===== config.mk =====
export PLATFORM = sky130hd
export DESIGN_NAME = nvme_doorbell_writer
export DESIGN_NICKNAME = d
export VERILOG_FILES = /design/src/rtl/nvme_doorbell_writer.sv
export SDC_FILE = /design/constraint.sdc
export NUM_CORES = 1
export LEC_CHECK = 0
export ABC_CLOCK_PERIOD_IN_PS = 1500
export CAP_MARGIN = 20
export CORE_AREA = 8 8 122 124
export DETAILED_ROUTE_END_ITERATION = 16
export DIE_AREA = 0 0 130 132
export HOLD_SLACK_MARGIN = 0.08
export PLACE_DENSITY = 0.7
export SYNTH_ARGS = -nofsm -noshare
export SYNTH_HDL_FRONTEND = slang
export SYNTH_SLANG_ARGS = --single-unit

===== constraint.sdc =====
create_clock -name user_clk -period 1.5 [get_ports user_clk]
set_input_delay 0.15 -clock user_clk [delete_from_list [all_inputs] [get_ports user_clk]]
set_output_delay 0.15 -clock user_clk [all_outputs]
set_load 0.01 [all_outputs]

===== src/rtl/nvme_doorbell_writer.sv =====
// Turns NVMe SQ-tail / CQ-head doorbell requests into single-DW MemWr TLPs on the 128-bit RQ stream.
// Optional DB_CNT_EN macro adds per-doorbell completion counters (sq_db_cnt, cq_db_cnt).
module nvme_doorbell_writer #(
   parameter int          C_DATA_WIDTH        = 128,
   parameter int          KEEP_WIDTH          = C_DATA_WIDTH/32,
   parameter int          AXI4_RQ_TUSER_WIDTH = 62,
   parameter logic [63:0] BAR0_BASE           = 64'h0000_0000_F000_0000,
   parameter int          DSTRD               = 0,
   parameter int          QID                 = 0,
   parameter int          QDEPTH_LOG2         = 5
)(
   input  logic                           user_clk,
   input  logic                           user_reset,
   input  logic                           user_lnk_up,
   input  logic                           write_sqtdbl,
   input  logic [63:0]                    sqt_addr,
   input  logic                           write_cqhdbl,
   input  logic [63:0]                    cqh_addr,
`ifdef DB_CNT_EN
   output logic [31:0]                    sq_db_cnt,
   output logic [31:0]                    cq_db_cnt,
`endif
   output logic                           write_sqtdbl_done,
   output logic                           write_cqhdbl_done,
   output logic [C_DATA_WIDTH-1:0]        s_axis_rq_tdata,
   output logic [KEEP_WIDTH-1:0]          s_axis_rq_tkeep,
   output logic                           s_axis_rq_tlast,
   output logic [AXI4_RQ_TUSER_WIDTH-1:0] s_axis_rq_tuser,
   output logic                           s_axis_rq_tvalid,
   input  logic                           s_axis_rq_tready
);

   localparam logic [63:0] DB_STRIDE  = 64'd4 << DSTRD;
   localparam logic [63:0] SQ_DB_ADDR = BAR0_BASE + 64'h1000 + 64'(2*QID) * DB_STRIDE;
   localparam logic [63:0] CQ_DB_ADDR = BAR0_BASE + 64'h1000 + 64'(2*QID+1) * DB_STRIDE;

   typedef enum logic [1:0] {IDLE, DESC, DATA} state_t;

   state_t      state_reg, state_next;
   logic        sq_pend_reg, sq_pend_next;
   logic        cq_pend_reg, cq_pend_next;
   logic [15:0] sq_val_reg, sq_val_next;
   logic [15:0] cq_val_reg, cq_val_next;
   logic [15:0] cur_val_reg, cur_val_next;
   logic        sel_cq_reg, sel_cq_next;
   logic [7:0]  tag_reg, tag_next;
   logic        sq_done_reg, sq_done_next;
   logic        cq_done_reg, cq_done_next;

   // Only the low queue-index bits of the counts are meaningful.
   logic unused_addr_bits;
   assign unused_addr_bits = ^{sqt_addr[63:QDEPTH_LOG2], cqh_addr[63:QDEPTH_LOG2]};

   always_ff @(posedge user_clk or posedge user_reset) begin
      if (user_reset) begin
         state_reg   <= IDLE;
         sq_pend_reg <= 1'b0;
         cq_pend_reg <= 1'b0;
         sq_val_reg  <= '0;
         cq_val_reg  <= '0;
         cur_val_reg <= '0;
         sel_cq_reg  <= 1'b0;
         tag_reg     <= '0;
         sq_done_reg <= 1'b0;
         cq_done_reg <= 1'b0;
      end else begin
         state_reg   <= state_next;
         sq_pend_reg <= sq_pend_next;
         cq_pend_reg <= cq_pend_next;
         sq_val_reg  <= sq_val_next;
         cq_val_reg  <= cq_val_next;
         cur_val_reg <= cur_val_next;
         sel_cq_reg  <= sel_cq_next;
         tag_reg     <= tag_next;
         sq_done_reg <= sq_done_next;
         cq_done_reg <= cq_done_next;
      end
   end

   always_comb begin
      state_next   = state_reg;
      sq_pend_next = sq_pend_reg;
      cq_pend_next = cq_pend_reg;
      sq_val_next  = sq_val_reg;
      cq_val_next  = cq_val_reg;
      cur_val_next = cur_val_reg;
      sel_cq_next  = sel_cq_reg;
      tag_next     = tag_reg;
      sq_done_next = 1'b0;
      cq_done_next = 1'b0;
      if (!user_lnk_up) begin
         state_next   = IDLE;
         sq_pend_next = 1'b0;
         cq_pend_next = 1'b0;
      end else begin
         case (state_reg)
            IDLE: begin
               if (sq_pend_reg) begin
                  sel_cq_next  = 1'b0;
                  cur_val_next = sq_val_reg;
                  sq_pend_next = 1'b0;
                  state_next   = DESC;
               end else if (cq_pend_reg) begin
                  sel_cq_next  = 1'b1;
                  cur_val_next = cq_val_reg;
                  cq_pend_next = 1'b0;
                  state_next   = DESC;
               end
            end
            DESC: if (s_axis_rq_tready) state_next = DATA;
            DATA: begin
               if (s_axis_rq_tready) begin
                  state_next   = IDLE;
                  tag_next     = tag_reg + 8'd1;
                  sq_done_next = !sel_cq_reg;
                  cq_done_next = sel_cq_reg;
               end
            end
            default: state_next = IDLE;
         endcase
         // Capture after selection so a same-cycle request keeps the flag set.
         if (write_sqtdbl) begin
            sq_pend_next = 1'b1;
            sq_val_next  = 16'(sqt_addr[QDEPTH_LOG2-1:0]);
         end
         if (write_cqhdbl) begin
            cq_pend_next = 1'b1;
            cq_val_next  = 16'(cqh_addr[QDEPTH_LOG2-1:0]);
         end
      end
   end

   always_comb begin
      s_axis_rq_tdata  = '0;
      s_axis_rq_tkeep  = '0;
      s_axis_rq_tlast  = 1'b0;
      s_axis_rq_tuser  = '0;
      s_axis_rq_tvalid = 1'b0;
      case (state_reg)
         DESC: begin
            s_axis_rq_tvalid        = 1'b1;
            s_axis_rq_tkeep         = '1;
            s_axis_rq_tuser[3:0]    = 4'hF;
            s_axis_rq_tdata[63:2]   = sel_cq_reg ? CQ_DB_ADDR[63:2] : SQ_DB_ADDR[63:2];
            s_axis_rq_tdata[74:64]  = 11'd1;
            s_axis_rq_tdata[78:75]  = 4'b0001;
            s_axis_rq_tdata[103:96] = tag_reg;
         end
         DATA: begin
            s_axis_rq_tvalid       = 1'b1;
            s_axis_rq_tlast        = 1'b1;
            s_axis_rq_tkeep[0]     = 1'b1;
            s_axis_rq_tuser[3:0]   = 4'hF;
            s_axis_rq_tdata[15:0]  = cur_val_reg;
         end
         default: ;
      endcase
   end

   assign write_sqtdbl_done = sq_done_reg;
   assign write_cqhdbl_done = cq_done_reg;

`ifdef DB_CNT_EN
   // Counters survive link-down; only user_reset clears them.
   always_ff @(posedge user_clk or posedge user_reset) begin
      if (user_reset) begin
         sq_db_cnt <= '0;
         cq_db_cnt <= '0;
      end else begin
         if (sq_done_reg) sq_db_cnt <= sq_db_cnt + 32'd1;
         if (cq_done_reg) cq_db_cnt <= cq_db_cnt + 32'd1;
      end
   end
`endif

endmodule


==> results.sh <==
export IMPL_grtUsageTotal_pct=6.41
export IMPL_die_w_um=130
export IMPL_failed_checks="negative setup slack"
export IMPL_postSynthCellCount=307
export IMPL_stdcell_count=542
export IMPL_routed_wl_um=5970
export IMPL_ys_async_sr_fraction_pct=100
export IMPL_dieArea_sq_um=17200
export IMPL_ys_ff_latch=30
export IMPL_clock_sinks=30
export IMPL_p_sw_mw=1.61
export IMPL_cp_arrival_ps=1370
export IMPL_grt_overflow=0
export IMPL_finalCritPeriodShare_pct=101
export IMPL_min_period_ps=1520
export IMPL_synth_top_area_share_pct=48.3
export IMPL_final_nets=506
export IMPL_setup_ws_ps=-16.9
export IMPL_p_sw_share_pct=35.8
export IMPL_p_leak_nw=1.65
export IMPL_ys_flop_type="dfrtp_1"
export IMPL_yosys_top_cells_count="180 x buf_4, 30 x dfrtp_1, 14 x nand2_1, 13 x and2_1, 10 x mux2_2"
export IMPL_synth_top_cell_by_area="buf_4"
export IMPL_required_ps=1350
export IMPL_synth_area_sq_um=2800
export IMPL_row_count=42
export IMPL_die_height_um=132
export IMPL_crit_fanout=10
export IMPL_status="finished with violations"
export IMPL_synth_distinct_cells=30
export IMPL_place_inst=533
export IMPL_grt_pass1_wl_um=8710
export IMPL_avgSynthCellArea_sq_um=9.12
export IMPL_drtAntennaViolNets=0
export IMPL_synthTopCellsByArea="buf_4 48%, dfrtp_1 27%, mux2_2 4.0%, and2_1 2.9%, ha_1 2.7%"
export IMPL_area_growth_synth_to_final_pct=14.8
export IMPL_seq_power_share_pct=24.8
export IMPL_initial_core_util_pct=21.6
export IMPL_drt_initial_drc_count=34
export IMPL_slew_viol_final=0
export IMPL_fp_coreArea_sq_um=13000
export IMPL_yosysMostFrequentCell="buf_4"
export IMPL_synth_edff_count=0
export IMPL_gp_congestion=0.730
export IMPL_rsz0062_at_grt="yes"
export IMPL_hold_viol=0
export IMPL_drive_gt1_share_pct=26.2
export IMPL_setup_violations_final=15
export IMPL_routedWlPerCell_um=11.0
export IMPL_cts_root_buf="clkbuf_16"
export IMPL_total_power_mw=4.49
export IMPL_p_comb_share_pct=54.5
export IMPL_numCtsBuffers=5
export IMPL_cts_tree="built"
export IMPL_grt_pass1_vias=1675
export IMPL_drc=0
export IMPL_intPower_mw=2.88
export IMPL_routed_via_density=2.94
export IMPL_final_core_utilization_pct=24.8
export IMPL_power_share_clock_pct=20.7
export IMPL_io_pins=332
export IMPL_grt_start_max_net_pins=31
export IMPL_critPathLaunchType="flip-flop"
export IMPL_finalSetupTns_ps=-205
export IMPL_finalClockSkew_ps=4.00
export IMPL_hp_class="input port to asynchronous set/reset pin"
export IMPL_end_kind="primary output"
export IMPL_clkTransAtPathRegs_ps=50
export IMPL_portBuffers=47
export IMPL_drv_cap=0
export IMPL_ir_drop_uv=510
export IMPL_antenna_found_initial=0
export IMPL_place_ws_ps=-265
export IMPL_power_density_nw_per_um2=1400
export IMPL_vias=1591
export IMPL_clock_latency_ps=270
export IMPL_antenna_cells=0
export IMPL_dr_pass1_iters=4
export IMPL_fmax_ghz=0.659
export IMPL_cts_htree_levels=2
export IMPL_dp_hpwl_um=5150
export IMPL_ys_seq_area_share_pct=26.8
export IMPL_criticalPathCategory="flip-flop to primary output"
export IMPL_largest_reg_flops=8
export IMPL_yosysWarnings=0
export IMPL_clockBufferDepth=2
==> cells in the final DEF (no fill, tap or decap), types with 2 or more instances in the layout <==
cell,n
o2111ai_1,2
o21ai_0,5
clkbuf_16,5
o2111ai_2,2
dfrtp_1,29
nor2b_1,2
mux2i_1,5
buf_12,2
mux2_2,10
xnor2_1,4
nand2_1,14
buf_2,6
buf_6,28
and2_4,6
xor2_1,3
clkinv_2,2
inv_1,2
a31oi_1,2
conb_1,166
nor3_2,2
ha_4,5
and2_1,7
o211ai_1,2
buf_4,16
clkdlybuf4s50_1,17
nor2_1,2
nand4_1,3
==> metrics by stage <==
step / hold WS, ps / cell area (sq um)
after floorplan: 241 / 3420
after global placement: 449 / 2910
after detailed placement: 458 / 2910
after CTS: 280 / 3190
after global routing: 328 / 3220
final: 269 / 3220
==> cell families (layout without fill, tap and decap cells) <==
group,after synthesis,in the layout,synth area share [%]
other cells,1,166,0.134
simple gates,44,44,8.53
mux,15,15,5.81
flops,30,30,26.8
xor+xnor,7,7,2.19
buf+inv,187,81,49.6
compound gates,17,17,4.29
fa+ha+maj,6,6,2.68
==> power groups by stage <==
stage	combinational (mW)	clock, mW	sequential [mW]
2_1_floorplan	1.53	0	1.09
3_3_place_gp	2.00	0	1.11
3_5_place_dp	2.04	0	1.11
4_1_cts	2.41	0.965	1.11
5_1_grt	2.66	1.01	1.14
6_report	2.45	0.929	1.12
==> final timing paths <==
check / from / endpoint / slack [ps] / cells past startpoint
hold / removal: user_reset / sq_val_reg[1] / 270 / 3
setup reg to reg: state_reg[1] / state_reg[0] / -20 / 6
min in group user_clk: tag_reg[7] / tag_reg[7] / 470 / 1
setup / recovery: state_reg[0] / s_axis_rq_tkeep[2] / -20 / 5
max in group asynchronous: user_reset / state_reg[1] / 920 / 3
hold reg to reg: tag_reg[7] / tag_reg[7] / 470 / 1
==> critical path: stages (launching register included) <==
cell     delay (ps)
dfrtp_1         380
buf_4           150
buf_4           140
ha_4            160
buf_12          140
buf_6           120
==> routing by layer <==
metal / track usage [%] / share of wire [%] / up-vias
li1: - / - / 753
met1: 6.92 / 36 / 722
met4: 1.74 / 0.69 / 0
met2: 11.3 / 51 / 111
met5: 0 / 0 / -
met3: 2.47 / 12 / 5
==> area by class of cell <==
type,count,area (sq um)
Fill cell,1398,9760
Multi-Input combinational cell,255,1410
Sequential cell,30,752
Timing Repair Buffer,70,681
Tap cell,176,220
Clock buffer,5,125
Inverter,4,17.5
Clock inverter,2,10.0
==> what timing repair did <==
action,in CTS,in global routing
setup buffers,2,0
hold buffers,0,0
pin swaps,6,4
resized for setup,160,17
setup endpoints to repair,39,42
No activity file was read; power rests on OpenSTA's default activity.
